`src/rtl/mips_pkg.sv`:
```
// Shared register-file writeback constants and the request record carried through the write path.
package mips_pkg;

  localparam int AW = 5;
  localparam int DW = 32;
  localparam logic [AW-1:0] REG_ZERO = '0;

  typedef struct packed {
    logic [AW-1:0] addr;
    logic [DW-1:0] data;
  } wb_req_t;

endpackage

```
`src/rtl/wb_fifo.sv`:
```
// Circular queue for long-latency writebacks, exposing every entry's address for hazard lookup.
// Latency: a pushed entry is visible at the head on the following cycle.
// Backpressure: full/empty come from registered count; caller never pushes when full nor pops when empty.
module wb_fifo #(
  parameter int DEPTH = 4,
  parameter int AW    = 5,
  parameter int DW    = 32
) (
  input  logic                        clk,
  input  logic                        rst,
  input  logic                        push,
  input  logic [AW-1:0]               push_addr,
  input  logic [DW-1:0]               push_data,
  input  logic                        pop,
  output logic                        full,
  output logic                        empty,
  output logic [$clog2(DEPTH):0]      count,
  output logic [AW-1:0]               head_addr,
  output logic [DW-1:0]               head_data,
  output logic [DEPTH-1:0]            ent_vld,
  output logic [DEPTH-1:0][AW-1:0]    ent_addr
);

  localparam int PW = $clog2(DEPTH);
  localparam int CW = PW + 1;

  logic [PW-1:0] rd_ptr_q, rd_ptr_d;
  logic [PW-1:0] wr_ptr_q, wr_ptr_d;
  logic [CW-1:0] cnt_q, cnt_d;
  logic [AW-1:0] addr_q [DEPTH];
  logic [AW-1:0] addr_d [DEPTH];
  logic [DW-1:0] data_q [DEPTH];
  logic [DW-1:0] data_d [DEPTH];

  always_comb begin
    rd_ptr_d = rd_ptr_q;
    wr_ptr_d = wr_ptr_q;
    cnt_d    = cnt_q;
    addr_d   = addr_q;
    data_d   = data_q;
    if (push) begin
      addr_d[wr_ptr_q] = push_addr;
      data_d[wr_ptr_q] = push_data;
      wr_ptr_d         = wr_ptr_q + PW'(1);
    end
    if (pop) begin
      rd_ptr_d = rd_ptr_q + PW'(1);
    end
    if (push && !pop) begin
      cnt_d = cnt_q + CW'(1);
    end else if (pop && !push) begin
      cnt_d = cnt_q - CW'(1);
    end
  end

  always_ff @(posedge clk) begin
    if (rst) begin
      rd_ptr_q <= '0;
      wr_ptr_q <= '0;
      cnt_q    <= '0;
    end else begin
      rd_ptr_q <= rd_ptr_d;
      wr_ptr_q <= wr_ptr_d;
      cnt_q    <= cnt_d;
    end
  end

  // Storage needs no reset: validity is defined purely by pointers and count.
  always_ff @(posedge clk) begin
    addr_q <= addr_d;
    data_q <= data_d;
  end

  // Entry i is live when its distance from the read pointer is below the occupancy.
  always_comb begin
    ent_vld  = '0;
    ent_addr = '0;
    for (int i = 0; i < DEPTH; i++) begin
      ent_vld[i]  = ({1'b0, PW'(i) - rd_ptr_q} < cnt_q);
      ent_addr[i] = addr_q[i];
    end
  end

  assign full      = (cnt_q == CW'(DEPTH));
  assign empty     = (cnt_q == '0);
  assign count     = cnt_q;
  assign head_addr = addr_q[rd_ptr_q];
  assign head_data = data_q[rd_ptr_q];

endmodule

```
`src/rtl/wb_writer.sv`:
```
// Merges primary and queued secondary writebacks into one registered RF write port; WB_BYPASS_EN lets idle secondaries skip the queue.
// Latency: primary 1 cycle; secondary 2 cycles via the queue (1 cycle when bypassed).
// Backpressure: primary always accepted; s_ready drops only when the queue is full (registered, no path from p_valid).
module wb_writer #(
  parameter int DEPTH = 4,
  parameter int AW    = mips_pkg::AW,
  parameter int DW    = mips_pkg::DW
) (
  input  logic                   clk,
  input  logic                   rst,
  input  logic                   p_valid,
  input  logic [AW-1:0]          p_addr,
  input  logic [DW-1:0]          p_data,
  input  logic                   s_valid,
  output logic                   s_ready,
  input  logic [AW-1:0]          s_addr,
  input  logic [DW-1:0]          s_data,
  input  logic [AW-1:0]          raddr1,
  input  logic [AW-1:0]          raddr2,
  output logic                   hazard1,
  output logic                   hazard2,
  output logic                   we,
  output logic [AW-1:0]          waddr,
  output logic [DW-1:0]          wdata,
  output logic [$clog2(DEPTH):0] fifo_cnt
);

  import mips_pkg::*;

  wb_req_t out_q, out_d;
  logic    we_q, we_d;

  logic                     p_hit;
  logic                     s_take;
  logic                     s_fwd;
  logic                     f_push;
  logic                     f_pop;
  logic                     f_full;
  logic                     f_empty;
  logic [AW-1:0]            f_head_addr;
  logic [DW-1:0]            f_head_data;
  logic [DEPTH-1:0]         f_ent_vld;
  logic [DEPTH-1:0][AW-1:0] f_ent_addr;

  wb_fifo #(
    .DEPTH (DEPTH),
    .AW    (AW),
    .DW    (DW)
  ) u_fifo (
    .clk       (clk),
    .rst       (rst),
    .push      (f_push),
    .push_addr (s_addr),
    .push_data (s_data),
    .pop       (f_pop),
    .full      (f_full),
    .empty     (f_empty),
    .count     (fifo_cnt),
    .head_addr (f_head_addr),
    .head_data (f_head_data),
    .ent_vld   (f_ent_vld),
    .ent_addr  (f_ent_addr)
  );

  assign s_ready = !f_full;
  assign p_hit   = p_valid && (p_addr != REG_ZERO);
  // $0 secondaries are handshaken normally but dropped here.
  assign s_take  = s_valid && s_ready && (s_addr != REG_ZERO);

`ifdef WB_BYPASS_EN
  assign s_fwd = s_take && f_empty && !p_hit;
`else
  assign s_fwd = 1'b0;
`endif

  assign f_push = s_take && !s_fwd;
  assign f_pop  = !p_hit && !f_empty;

  always_comb begin
    we_d  = 1'b1;
    out_d = out_q;
    if (p_hit) begin
      out_d = '{addr: p_addr, data: p_data};
    end else if (f_pop) begin
      out_d = '{addr: f_head_addr, data: f_head_data};
    end else if (s_fwd) begin
      out_d = '{addr: s_addr, data: s_data};
    end else begin
      we_d = 1'b0;
    end
  end

  always_ff @(posedge clk) begin
    if (rst) begin
      we_q  <= 1'b0;
      out_q <= '0;
    end else begin
      we_q  <= we_d;
      out_q <= out_d;
    end
  end

  assign we    = we_q;
  assign waddr = out_q.addr;
  assign wdata = out_q.data;

  // Pending writes are the in-flight output stage plus every live queue entry.
  always_comb begin
    hazard1 = we_q && (out_q.addr == raddr1);
    hazard2 = we_q && (out_q.addr == raddr2);
    for (int i = 0; i < DEPTH; i++) begin
      if (f_ent_vld[i] && (f_ent_addr[i] == raddr1)) hazard1 = 1'b1;
      if (f_ent_vld[i] && (f_ent_addr[i] == raddr2)) hazard2 = 1'b1;
    end
    if (raddr1 == REG_ZERO) hazard1 = 1'b0;
    if (raddr2 == REG_ZERO) hazard2 = 1'b0;
  end

endmodule
```
`config.mk`:
```
export PLATFORM = sky130hd
export DESIGN_NAME = wb_writer
export DESIGN_NICKNAME = d
export VERILOG_FILES = /design/src/rtl/mips_pkg.sv /design/src/rtl/wb_fifo.sv /design/src/rtl/wb_writer.sv
export SDC_FILE = /design/constraint.sdc
export NUM_CORES = 1
export LEC_CHECK = 0
export ABC_AREA = 1
export BUFFER_PORTS_ARGS = -buffer_cell sky130_fd_sc_hd__clkbuf_2
export CAP_MARGIN = 20
export CELL_PAD_IN_SITES_DETAIL_PLACEMENT = 1
export CELL_PAD_IN_SITES_GLOBAL_PLACEMENT = 2
export CORE_AREA = 2 2 221 114
export DETAILED_ROUTE_END_ITERATION = 12
export DIE_AREA = 0 0 223 116
export MAX_ROUTING_LAYER = met4
export PLACE_DENSITY_LB_ADDON = 0.1
export SLEW_MARGIN = 20
export SYNTH_ARGS = -nofsm -noshare
export SYNTH_HDL_FRONTEND = slang
export SYNTH_SLANG_ARGS = --single-unit
```
`constraint.sdc`:
```
create_clock -name clk -period 7.35 [get_ports clk]
set_input_delay 0.735 -clock clk [delete_from_list [all_inputs] [get_ports clk]]
set_output_delay 0.735 -clock clk [all_outputs]
set_load 0.03 [all_outputs]
```
Yosys cells after proc, flatten, opt, wreduce, memory -nomap -nowiden. Cells that the tools add are included.

Register bits: 193. Output and inout port bits: 44. Word-level logic and storage cells: 99.

$add $sub $neg: 8. Order comparisons: 7. Equality and inequality tests: 11. Mux-type cells: 28. Bitwise logic cells: 2. Reduce and logical (&&, ||, !) cells: 29.

Operators with widths (count): 128-bit bitwise mux (1); 32-bit 2-to-1 mux (3); 37-bit 2-to-1 mux (2); 32-bit binary-select mux with 2-bit select (1); 32-bit demux with 2-bit select (1); 5-bit equality test (10); 20-bit bitwise mux (1); 1-bit logical AND (17); 5-bit 2-to-1 mux (3); 2-bit by 3-bit < comparator with 1-bit output (4); 1-bit 2-to-1 mux (12); 5-bit binary-select mux with 2-bit select (1); 5-bit demux with 2-bit select (1); 5-bit logical NOT (2); 5-bit nonzero test (2); 3-bit >= comparator, second input constant (2); 3-bit 2-to-1 mux (2); 2-bit NOT with 3-bit output (2); 1-bit logical NOT (5); 2-bit by 1-bit adder with 2-bit output, second input constant (2); 2-bit nonzero test (2); 1-bit by 2-bit subtractor with 2-bit output, first input constant (2); 2-bit subtractor, first input constant (2); 3-bit by 1-bit adder with 3-bit output, second input constant (1); other kinds (4) (4).

Longest topological paths before layout. Gate-level depths: netlist of run 1.

Word-level depth: 8. Depth in mapped cells: 13. Mapped depth without buffers: 12.

Modules after synthesis. Synthesis of run 1 repeated with hierarchy kept, for this count alone.

Cell total of the unflattened synthesis: 927. Area, all modules: 8735.9 um2.

By module, submodules not included: wb_fifo (instances 1, cells an instance 387, area each 5851.9 um2, seq. area each 4584.4 um2); wb_writer (instances 1, cells an instance 540, area each 2884.0 um2, seq. area each 760.7 um2).

Worst setup path after synthesis of run 1. OpenSTA, ideal clock, no wires.

Path kind: register to register. Start: reg u_fifo.cnt_q[1], in the netlist u_fifo.count[1]. End: reg u_fifo.data_q[0] in the netlist's numbering, enable pin. Data arrival time: 2954 ps. Data required time: 6919 ps. Path slack: 3964 ps. Cell stages (with the launch flop): 5. Buffers on the path: 0. Cells stage by stage: dfxtp_1 -> inv_1 -> nand3_1 -> nand3_1 -> nor2_1.

Cells in the longest elaborated chain, start to end: 4.

RTL lines: start: declaration (line wb_fifo.sv:29) `logic [CW-1:0] cnt_q, cnt_d;`; start signal: assignment (line wb_fifo.sv:64) `cnt_q <= cnt_d;`; 3-bit equality test (line wb_fifo.sv:84) `assign full = (cnt_q == CW'(DEPTH));`; 1-bit logical NOT (line wb_writer.sv:65) `assign s_ready = !f_full;`; via s_ready (line wb_writer.sv:15) `output logic s_ready,`; 1-bit logical AND (2 in a row) (line wb_writer.sv:68) `assign s_take = s_valid && s_ready && (s_addr != REG_ZERO);`; end signal: assignment (line wb_fifo.sv:71) `data_q <= data_d;`; end: declaration (line wb_fifo.sv:32) `logic [DW-1:0] data_q [DEPTH];`.

The timed path passes the listed nets, and every way through them passes these cells. A chain may end at the register's enable or synchronous reset.

Worst setup path in the final report of run 1.
Start: reg u_fifo.rd_ptr_q[1]. End: out hazard1.

Cells in the longest elaborated chain, start to end: 8. Elaborated cells on any way between the ends: 17. Those cells by class: add/sub: 4; order compare: 4; mux: 5; reduce/logical: 4.

RTL lines: start: declaration (line wb_fifo.sv:27) `logic [PW-1:0] rd_ptr_q, rd_ptr_d;`; start signal: assignment (line wb_fifo.sv:62) `rd_ptr_q <= rd_ptr_d;`; 1-bit by 2-bit subtractor with 2-bit output (line wb_fifo.sv:79) `ent_vld[i] = ({1'b0, PW'(i) - rd_ptr_q} < cnt_q);`; 2-bit by 3-bit < comparator with 1-bit output (line wb_fifo.sv:79); 1-bit logical AND (line wb_writer.sv:112) `if (f_ent_vld[i] && (f_ent_addr[i] == raddr1)) hazard1 = 1'b1;`; 1-bit 2-to-1 mux (3 in a row) (line wb_writer.sv:112); 1-bit 2-to-1 mux (*) (line wb_writer.sv:112); 1-bit 2-to-1 mux (*) (line wb_writer.sv:115) `if (raddr1 == REG_ZERO) hazard1 = 1'b0;`; end: declaration (line wb_writer.sv:20) `output logic hazard1,`.

Mark *: on every way between the ends. The rest lies on a longest branch, timed or not.

==> summary.md, run 1 <==
| Metric | Value |
|---|---|
| Status | completed |
| Post-Syn Area per Cell | 10.1 um2 |
| Post-place setup slack | 3.95 ns |
| Iteration-0 DRC Markers | 375 |
| Post-Syn Nets | just over 900 |
| Worst-path clk slew | 0.07 ns |
| Largest net degree at the start of global routing | between 40 and 50 |
| Setup bufs post-CTS | 0 |
| CP Capture Type | primary output |
| First-pass GRT wire length | 37.6 mm |
| Top cell type's share of synthesized area | 53.5% |
| Number of global-route vias before repair | 6567 |
| GRT Util Overall | 20.3% |
| # DRC | 0 |
| Minimum clock period | around 3.7 ns |
| Worst Setup Start Kind | flop |
| Drt pass-1 iters | 5 |
| Hold Crit Class | flop to flop |
| Yosys warning total | 0 |
| CP Data Arrival Time | around 2.9 ns |
| Part of the Yosys area used for sequential elements | 64.3% |
| Worst-path cell chain | nor2_4 -> buf_4 -> nor2_1 -> ha_1 -> a21boi_0 -> o21ai_0 -> nand3_1 -> nand2_1 -> nor2_1 -> nor2_1 -> clkbuf_2 |
| Tcrit/Tclk final | 49.9% |
| Routed vias | 6289 |
| RSZ-0062 raised after global routing | no |
| Area Growth Syn to Fin | 20.0% |
| Avg Vias per Cell | 4.92 |
| Slowest-stage cell, CP | buf_4 |
| Worst-Skew Late Latency | 0.45 ns |
| Hold_buf cts | 0 |
| Mapped Cells | 823 |
| Largest area contributor in the netlist | edfxtp_1 |
| Row count | 40 |
| CP most frequent cell | nor2_1 |
| Core footprint | 23800 um2 |
| Initial core utilization | 34.9% |
| IO buf count | approximately 130 |
| CTS Buf Count | 17 |
| WS Path Type | flop to primary output |
| Detail Placement HPWL | 16.1 mm |
| Netlist cell types | 29 |
| Layout cell share with drive strength beyond 1 | 19.6% |
| Worst Path Max Fanout | 35 |
| Buf/Inv on CP | 2 |
| Leakage power | about 4.2 nW |
| Fmax | roughly 270 MHz |
| Final instance area | 9970 um2 |
| Family with the most delay on the worst path | buffers and inverters |
| Final Wtd Congestion | between 0.8 and 0.9 |
| Max Cap Viol | 0 |
| Nets | 1048 |
| Die area | roughly 26000 um2 |
| WL final | 24.3 mm |
| Yosys reg bits | roughly 190 |
| DIE WIDTH | between 200 and 250 um |
| Grt ovf | 0 |
| Final hold viol count | 0 |
| Placement Cell Area | 9310 um2 |
| Final Slew Violations | 0 |
| Synth area leaders | edfxtp_1, nand2_1, dfxtp_1, inv_1, nand3_1 |
| Worst Skew | about 0.0099 ns |
| Critical Path RT | 6.61 ns |
| Clock Tree Buf Depth | 2 |
| Slew HR | 27.8% |
| Io pins | 132 |
| Peak VDD IR | 136 uV |
| Setup slack after layout | between 3 and 4 ns |
| Crit-path max cell delay | ~0.43 ns |
| Height of the die | 116 um |
| PD cells | 339 nW/um2 |
| Setup TNS Final | 0 ns |
| H-tree Lvls | 4 |
| CTS tree | built |
| CTS Sinks | slightly below 200 |
| Routed wire per std cell | 19.0 um |
| Clock Tree Root | clkbuf_16 |
| Mapped Area | 8310 um2 |
| Final setup violation count | 0 |
| Antenna-violating nets left | 0 |
| Initial antenna violation count | 1 |
| Post-CTS resize count | 0 |
| Slew @ Worst Pin | 1.08 ns |
routing by layer:
metal | part of all wire (%) | vias to the layer above | wire (um) | track usage [%]
li1 | - | 3034 | - | -
met1 | 47 | 3123 | 11400 | 25.5
met2 | 48 | 110 | 11700 | 33.6
met3 | 3.7 | 22 | 913 | 4.06
met4 | 1.4 | 0 | 350 | 6.31
met5 | 0 | - | 0 | -
registers in the layout, summed over array words and instances (netlist names):
name	count
u_fifo.count	3
u_fifo.ent_addr	20
u_fifo.data_q	128
wdata	32
waddr	5
u_fifo.rd_ptr_q	2
u_fifo.wr_ptr_q	2
we	1
cell families (layout without fill, tap and decap cells):
group / count (synthesis) / count (layout) / synth area share [%]
xor+xnor: 21 / 21 / 2.21
other cells: 0 / 1 / 0
buf+inv: 115 / 255 / 5.53
fa+ha+maj: 10 / 10 / 1.60
simple gates: 396 / 396 / 19.9
flops: 193 / 193 / 64.3
compound gates: 88 / 88 / 6.39
layout by cell type, fill, tap and decap left out, types with 18 or more instances in the layout:
cell      instances
nor2_1           46
a22oi_1          28
o21ai_0          30
clkbuf_2        131
inv_1            81
nand4_1          27
nand3_1          51
dfxtp_1          45
nand2_1         250
a21oi_1          18
edfxtp_1        148
report_power, final:
part	internal (mW)	switching, mW
Combinational	0.288	0.704
Sequential	1.33	0.0875
Clock	0.518	0.446
Total	2.14	1.24
area by class of cell:
class / instances / area, um2
inverter: 84 / 315
multi-input combinational: 515 / 2550
clock inverter: 15 / 198
sequential: 193 / 5350
antenna: 1 / 2.50
clock buffer: 17 / 425
tap: 315 / 394
fill: 2686 / 13800
timing repair buffer: 139 / 736
stage by stage:
stage	instances	hold WS [ns]	utilization, %	power, mW
detailed placement	1245	0.479	39.2	2.45
global placement	1245	0.475	39.2	2.42
finish	1279	0.492	41.9	3.38
CTS	1277	0.473	41.8	3.41
floorplan	823	0.490	-	2.07
global route	1279	0.480	41.9	3.59
cell usage after synthesis:
master	number
a21boi_0	1
a21oi_1	18
a22oi_1	28
buf_1	1
buf_2	16
buf_4	2
clkbuf_1	12
clkinv_1	1
dfxtp_1	45
edfxtp_1	148
fa_1	1
ha_1	9
inv_1	82
inv_2	1
nand2_1	250
nand2_2	2
nand3_1	51
nand4_1	27
nor2_1	51
nor2_2	2
nor3_1	6
nor3_2	1
o2111ai_1	1
o211ai_1	1
o21ai_0	30
o22ai_1	9
or2_2	6
xnor2_1	12
xor2_1	9
worst reg2reg max path, delay by kind of cell (launching register included):
family / cells / cell delay [ns]
buffers and inverters: 3 / 0.37
and+or+nand+nor: 2 / 0.57
adders and majority gates: 2 / 0.53
AOI/OAI and AO/OA: 4 / 0.50
DFF: 1 / 0.50
path summary, 6_finish.rpt:
check	from	endpoint	slack, ns	cells past startpoint
min	wdata[22]	wdata[22]	0.49	2
max reg2reg	u_fifo.count[0]	u_fifo.count[2]	4.76	11
min reg2reg	wdata[22]	wdata[22]	0.49	2
max	u_fifo.rd_ptr_q[1]	hazard1	3.68	11
Power figures use the tool's default switching activity.
==> run 2: changes to the inputs <==
--- a/config.mk
+++ b/config.mk
@@ -10,9 +10,9 @@
 export CAP_MARGIN = 20
 export CELL_PAD_IN_SITES_DETAIL_PLACEMENT = 1
 export CELL_PAD_IN_SITES_GLOBAL_PLACEMENT = 2
-export CORE_AREA = 2 2 221 114
+export CORE_AREA = 2 2 231 119
 export DETAILED_ROUTE_END_ITERATION = 12
-export DIE_AREA = 0 0 223 116
+export DIE_AREA = 0 0 233 121
 export MAX_ROUTING_LAYER = met4
 export PLACE_DENSITY_LB_ADDON = 0.1
 export SLEW_MARGIN = 20
==> constraint.sdc (replaced) <==
create_clock -name clk -period 3.13 [get_ports clk]
set_input_delay 0.313 -clock clk [delete_from_list [all_inputs] [get_ports clk]]
set_output_delay 0.313 -clock clk [all_outputs]
set_load 0.03 [all_outputs]
==> run 2 against run 1 <==
  * Design area up 0.28%
  * Sequential power up 130%
  * Via count up 0.30%
==> summary.md, run 2 (synthesis results as in run 1) <==
| Metric | Value |
|---|---|
| Final hold viol count | 0 |
| Final Wtd Congestion | 0.834 |
| CTS Buf Count | 17 |
| Critical path origin | u_fifo.rd_ptr_q[0] |
| Slowest-stage cell, CP | dfxtp_1 |
| Min Hold Slack | 0.104 ns |
| Placement Cell Area | about 9400 um2 |
| Height of the die | ~120 um |
| HP Start | s_data[18] |
| Initial core utilization | a little under a third |
| Minimum clock period | 2.87 ns |
| # DRC | 0 |
| Tcrit/Tclk final | roughly nine tenths |
| Worst-Skew Late Latency | 0.43 ns |
| Initial antenna violation count | 1 |
| Met3 WL post-DR | about 740 um |
| CTS Sinks | 193 |
| Setup slack after layout | 0.262 ns |
| First-pass GRT wire length | 38.4 mm |
| Drt pass-1 iters | 4 |
| Setup TNS Final | 0 ns |
| Iteration-0 DRC Markers | ~300 |
| Avg Vias per Cell | 4.78 |
| PD cells | between 700 and 800 nW/um2 |
| Io pins | around 130 |
| DIE WIDTH | between 200 and 250 um |
| Grt ovf | 0 |
| Final setup violation count | 0 |
| Multi-input logic area | 2550 um2 |
| Worst Setup Start Kind | flop |
| CP Capture Type | primary output |
| Number of global-route vias before repair | 6538 |
| GRT Util Overall | 18.9% |
| Critical Path RT | 2.82 ns |
| Origin of the critical flop-to-flop path | u_fifo.count[0] |
| Post-CTS resize count | 0 |
| Die area | ~28000 um2 |
| CTS tree | built |
| Clock Tree Buf Depth | 2 |
| Max reg flops | 128 |
| Detail Placement HPWL | 17.3 mm |
| Worst Path Max Fanout | 5 |
| Worst-path cell chain | nand2_1 -> clkinv_1 -> nor2_1 -> ha_1 -> a21boi_0 -> o21ai_0 -> nand3_1 -> nand2_1 -> nor2_1 -> nor2_1 -> clkbuf_2 |
| Slew HR | between 20% and 30% |
| Top Metal Used | met4 |
| Slew @ Worst Pin | 1.05 ns |
| Peak VDD IR | roughly 400 uV |
| Register area | 5350 um2 |
| CP Data Arrival Time | ~2.6 ns |
| Crit-path max cell delay | 0.39 ns |
| Worst Skew | about 0.017 ns |
| Fmax | 349 MHz |
| CP most frequent cell | nor2_1 |
| Most common cell after layout, fill and taps aside | nand2_1 |
| Commonest non-fill, non-tap cells in the layout | nand2_1, edfxtp_1, clkbuf_2 |
| Post-place setup slack | 0.706 ns |
| Max Cap Viol | 0 |
| Largest reg by FF count | u_fifo.data_q |
| WS Path Type | flop to primary output |
| Worst-path clk slew | around 0.070 ns |
| Final instance area | 9990 um2 |
| Status | completed |
| FILL cells | 2997 |
| Setup bufs post-CTS | 0 |
| H-tree Lvls | 4 |
| RSZ-0062 raised after global routing | no |
| Area Growth Syn to Fin | 20.3% |
| Routed vias | 6308 |
| Hold Crit Class | input port to flop |
| Clock Tree Root | clkbuf_16 |
| Layout cell share with drive strength beyond 1 | between 10% and 20% |
| Nets | 1053 |
| WL final | 25.2 mm |
| Leakage power | 4.16 nW |
| Family with the most delay on the worst path | simple AND/OR/NAND/NOR gates |
| M1 WL | between 10 and 15 mm |
| Final Slew Violations | 0 |
| Met2 wire length | 11.9 mm |
| Antenna-violating nets left | 0 |
| Core footprint | 26100 um2 |
| Routed wire per std cell | about 19 um |
| Buf/Inv on CP | 2 |
| Hold_buf cts | 0 |
| Row count | 42 |
| Largest net degree at the start of global routing | 41 |
| IO buf count | 131 |
run 2: cell count changes in the layout (fill, tap and decap cells not counted), sizes merged:
cell,delta
clkinvlp,-1
inv,-5
buf,+5
clkbuf,+6
run 2: through the flow:
step | total power, mW | utilization, % | instances
4_1_cts | 7.95 | 38.3 | 1320
6_report | 7.84 | 38.3 | 1321
3_3_place_gp | 5.75 | 36.1 | 1288
2_1_floorplan | 4.87 | - | 823
5_1_grt | 8.31 | 38.3 | 1321
3_5_place_dp | 5.79 | 36.1 | 1288
run 2: final cells by class:
class / count / share of cell area (%)
inverter: 84 / 3.15
clock inverter: 9 / 1.06
timing repair buffer: 144 / 7.66
tap: 352 / 4.41
multi-input combinational: 515 / 25.5
sequential: 193 / 53.5
antenna: 1 / 0.0250
clock buffer: 23 / 4.68
run 2: path summary, 6_finish.rpt:
check	end	slack, ns	cells after the start
setup / recovery	hazard1	0.26	11
hold / removal	u_fifo.data_q[50]	0.10	1
setup reg to reg	u_fifo.count[2]	0.77	10
hold reg to reg	wdata[23]	0.48	2
run 2: where the power goes:
part | leakage (nW) | switching (mW) | total (mW) | internal [mW]
Sequential | 1.73 | 0.205 | 3.33 | 3.13
Clock | 0.275 | 0.927 | 2.15 | 1.22
Combinational | 2.16 | 1.68 | 2.36 | 0.675
Total | 4.16 | 2.81 | 7.84 | 5.02
run 2: layer usage:
layer | vias to the layer above | GRT usage (%)
li1 | 3041 | -
met5 | - | -
met4 | 0 | 4.62
met1 | 3164 | 25.5
met3 | 12 | 2.91
met2 | 91 | 30.3
==> run 3: changes to the inputs <==
--- a/config.mk
+++ b/config.mk
@@ -14,7 +14,7 @@
 export DETAILED_ROUTE_END_ITERATION = 12
 export DIE_AREA = 0 0 233 121
 export MAX_ROUTING_LAYER = met4
-export PLACE_DENSITY_LB_ADDON = 0.1
+export PLACE_DENSITY = 0.79
 export SLEW_MARGIN = 20
 export SYNTH_ARGS = -nofsm -noshare
 export SYNTH_HDL_FRONTEND = slang
==> run 3 against run 2 <==
  * Core utilization rose by 0.30 points
  * Sequential power barely moved
  * Final cell count barely moved
  * Register-to-register slack improved by 0.02 ns
  * Via count fell by 0.65%
  * Die area did not move
  * Maximum frequency fell by 0.25%
  * Largest power group unchanged
  * Highest routed layer unchanged
==> summary.md, run 3 (synthesis results as in run 1) <==
| Metric | Value |
|---|---|
| Status | completed |
| CTS Buf Count | 17 |
| Diodes inserted | 0 |
| Commonest non-fill, non-tap cells in the layout | nand2_1, edfxtp_1, clkbuf_2 |
| Initial antenna violation count | 0 |
| Min Hold Slack | 0.0799 ns |
| Antenna-violating nets left | 0 |
| WHS Endpoint | u_fifo.data_q[59] |
| Final core occ | 38.6% |
| Crit-path max cell delay | 0.39 ns |
| Grt peak-use layer | met2 |
| Critical Path RT | 2.82 ns |
| Core footprint | 26100 um2 |
| Iteration-0 DRC Markers | around 370 |
| Slowest-stage cell, CP | dfxtp_1 |
| Worst-Skew Late Latency | between 0.4 and 0.5 ns |
| Tcrit/Tclk final | between 90% and 100% |
| Clock Tree Buf Depth | 2 |
| CP Capture Type | primary output |
| Minimum clock period | 2.88 ns |
| Final Slew Violations | 0 |
| # DRC | 0 |
| Final Wtd Congestion | 0.871 |
| Worst Setup Start Kind | flop |
| Largest reg by FF count | u_fifo.data_q |
| Final setup violation count | 0 |
| Routed vias | 6267 |
| Largest net degree at the start of global routing | 38 |
| R2R setup slack | 0.79 ns |
| CTS tree | built |
| Post-CTS resize count | 0 |
| Worst Path Max Fanout | 5 |
| Placement Cell Area | about 9400 um2 |
| Slew HR | 33.3% |
| Max reg flops | around 130 |
| Layout cell share with drive strength beyond 1 | 19.9% |
| Register area | 5350 um2 |
| DIE WIDTH | 233 um |
| Final instance area | ~10000 um2 |
| Leakage power | 4.21 nW |
| Setup slack after layout | 0.255 ns |
| Avg Vias per Cell | 4.75 |
| Design Power | between 8 and 9 mW |
| Hold_buf cts | 0 |
| First-pass GRT wire length | 37.7 mm |
| IO buf count | around 130 |
| CP most frequent cell | nor2_1 |
| Peak VDD IR | between 400 and 500 uV |
| Worst-path clk slew | 0.08 ns |
| Met1 GRT Util | 23.6% |
| Initial core utilization | 31.8% |
| Io pins | about 130 |
| Height of the die | 121 um |
| Origin of the critical flop-to-flop path | u_fifo.count[0] |
| Slew @ Worst Pin | between 0.9 and 1 ns |
| Row count | 42 |
| HP Start | s_data[27] |
| RSZ-0062 raised after global routing | no |
| Hold Crit Class | input port to flop |
| Fmax | 348 MHz |
| Worst-path cell chain | nand2_1 -> clkinv_1 -> nor2_1 -> ha_1 -> a21boi_0 -> o21ai_0 -> nand3_1 -> nand2_1 -> nor2_1 -> nor2_1 -> clkbuf_2 |
| Setup bufs post-CTS | 0 |
| Number of global-route vias before repair | 6487 |
| Met3 global-route usage | 3.29% |
| Drt pass-1 iters | 4 |
| Fin cells | 1320 |
| H-tree Lvls | 4 |
| WS Path Type | flop to primary output |
| Area Growth Syn to Fin | 21.2% |
| Placed cells | between 1000 and 1500 |
| Final hold viol count | 0 |
| Routed wire per std cell | 18.7 um |
| Nets | 1053 |
| Detail Placement HPWL | 16.7 mm |
| GR Layer Usage met2 | 31.0% |
| Family with the most delay on the worst path | simple AND/OR/NAND/NOR gates |
| Worst Skew | 0.0150 ns |
| Die area | 28200 um2 |
| FILL cells | 2923 |
| Max Cap Viol | 0 |
| Post-place setup slack | between 0.7 and 0.8 ns |
| Grt ovf | 0 |
| GRT Util Overall | 18.7% |
| Hold path depth | 1 |
| Buf/Inv on CP | 2 |
| Clock Tree Root | clkbuf_16 |
| WL final | 24.7 mm |
| Worst Reg-to-Reg Cells | 12 |
| Multi-input logic area | 2550 um2 |
| CTS Sinks | 193 |
| Most common cell after layout, fill and taps aside | nand2_1 |
| Setup TNS Final | 0 ns |
| PD cells | 797 nW/um2 |
| Reg2reg end | u_fifo.count[2] |
| CP Data Arrival Time | 2.56 ns |
## run 3: cell count changes in the layout (fill, tap and decap cells not counted), moves of 2 or more
cell	before	now
clkbuf_1	4	0
clkbuf_16	17	19
clkinv_1	3	1
clkinvlp_4	2	0
clkinv_8	0	3
clkbuf_8	2	0
## run 3: power by group
group / leakage, nW / internal [mW] / total [mW] / switching, mW
Combinational: 2.17 / 0.684 / 2.35 / 1.67
Clock: 0.319 / 1.30 / 2.34 / 1.04
Sequential: 1.73 / 3.13 / 3.33 / 0.208
Total: 4.21 / 5.11 / 8.03 / 2.91
## run 3: worst max path at each step
stage,start,to,slack [ns],cells after the start
after floorplan,u_fifo.count[1],u_fifo.data_q[0],-0.26,4
after detailed placement,u_fifo.rd_ptr_q[1],hazard2,0.75,11
after global routing,u_fifo.rd_ptr_q[0],hazard1,0.07,11
after CTS,u_fifo.rd_ptr_q[1],hazard2,0.26,11
final,u_fifo.rd_ptr_q[0],hazard2,0.25,11
after global placement,u_fifo.rd_ptr_q[0],hazard2,0.82,11
## run 3: layout make-up
class | count | area share (%)
Clock inverter | 13 | 1.66
Multi-Input combinational cell | 515 | 25.3
Tap cell | 352 | 4.37
Sequential cell | 193 | 53.1
Inverter | 84 | 3.13
Timing Repair Buffer | 144 | 7.73
Clock buffer | 19 | 4.72
## run 3: worst register-to-register path, delay by kind of cell (launching register included)
kind,cells,cell delay [ns]
buffers and inverters,4,0.46
AO/OA/AOI/OAI,4,0.51
adder cells (fa/ha/maj),2,0.53
AND/OR/NAND/NOR,2,0.20
flip-flops,1,0.53
## run 3: per-layer routing
metal | part of all wire (%) | vias up
li1 | - | 3038
met1 | 46 | 3104
met2 | 49 | 100
met3 | 3.2 | 25
met4 | 1.4 | 0
met5 | 0 | -
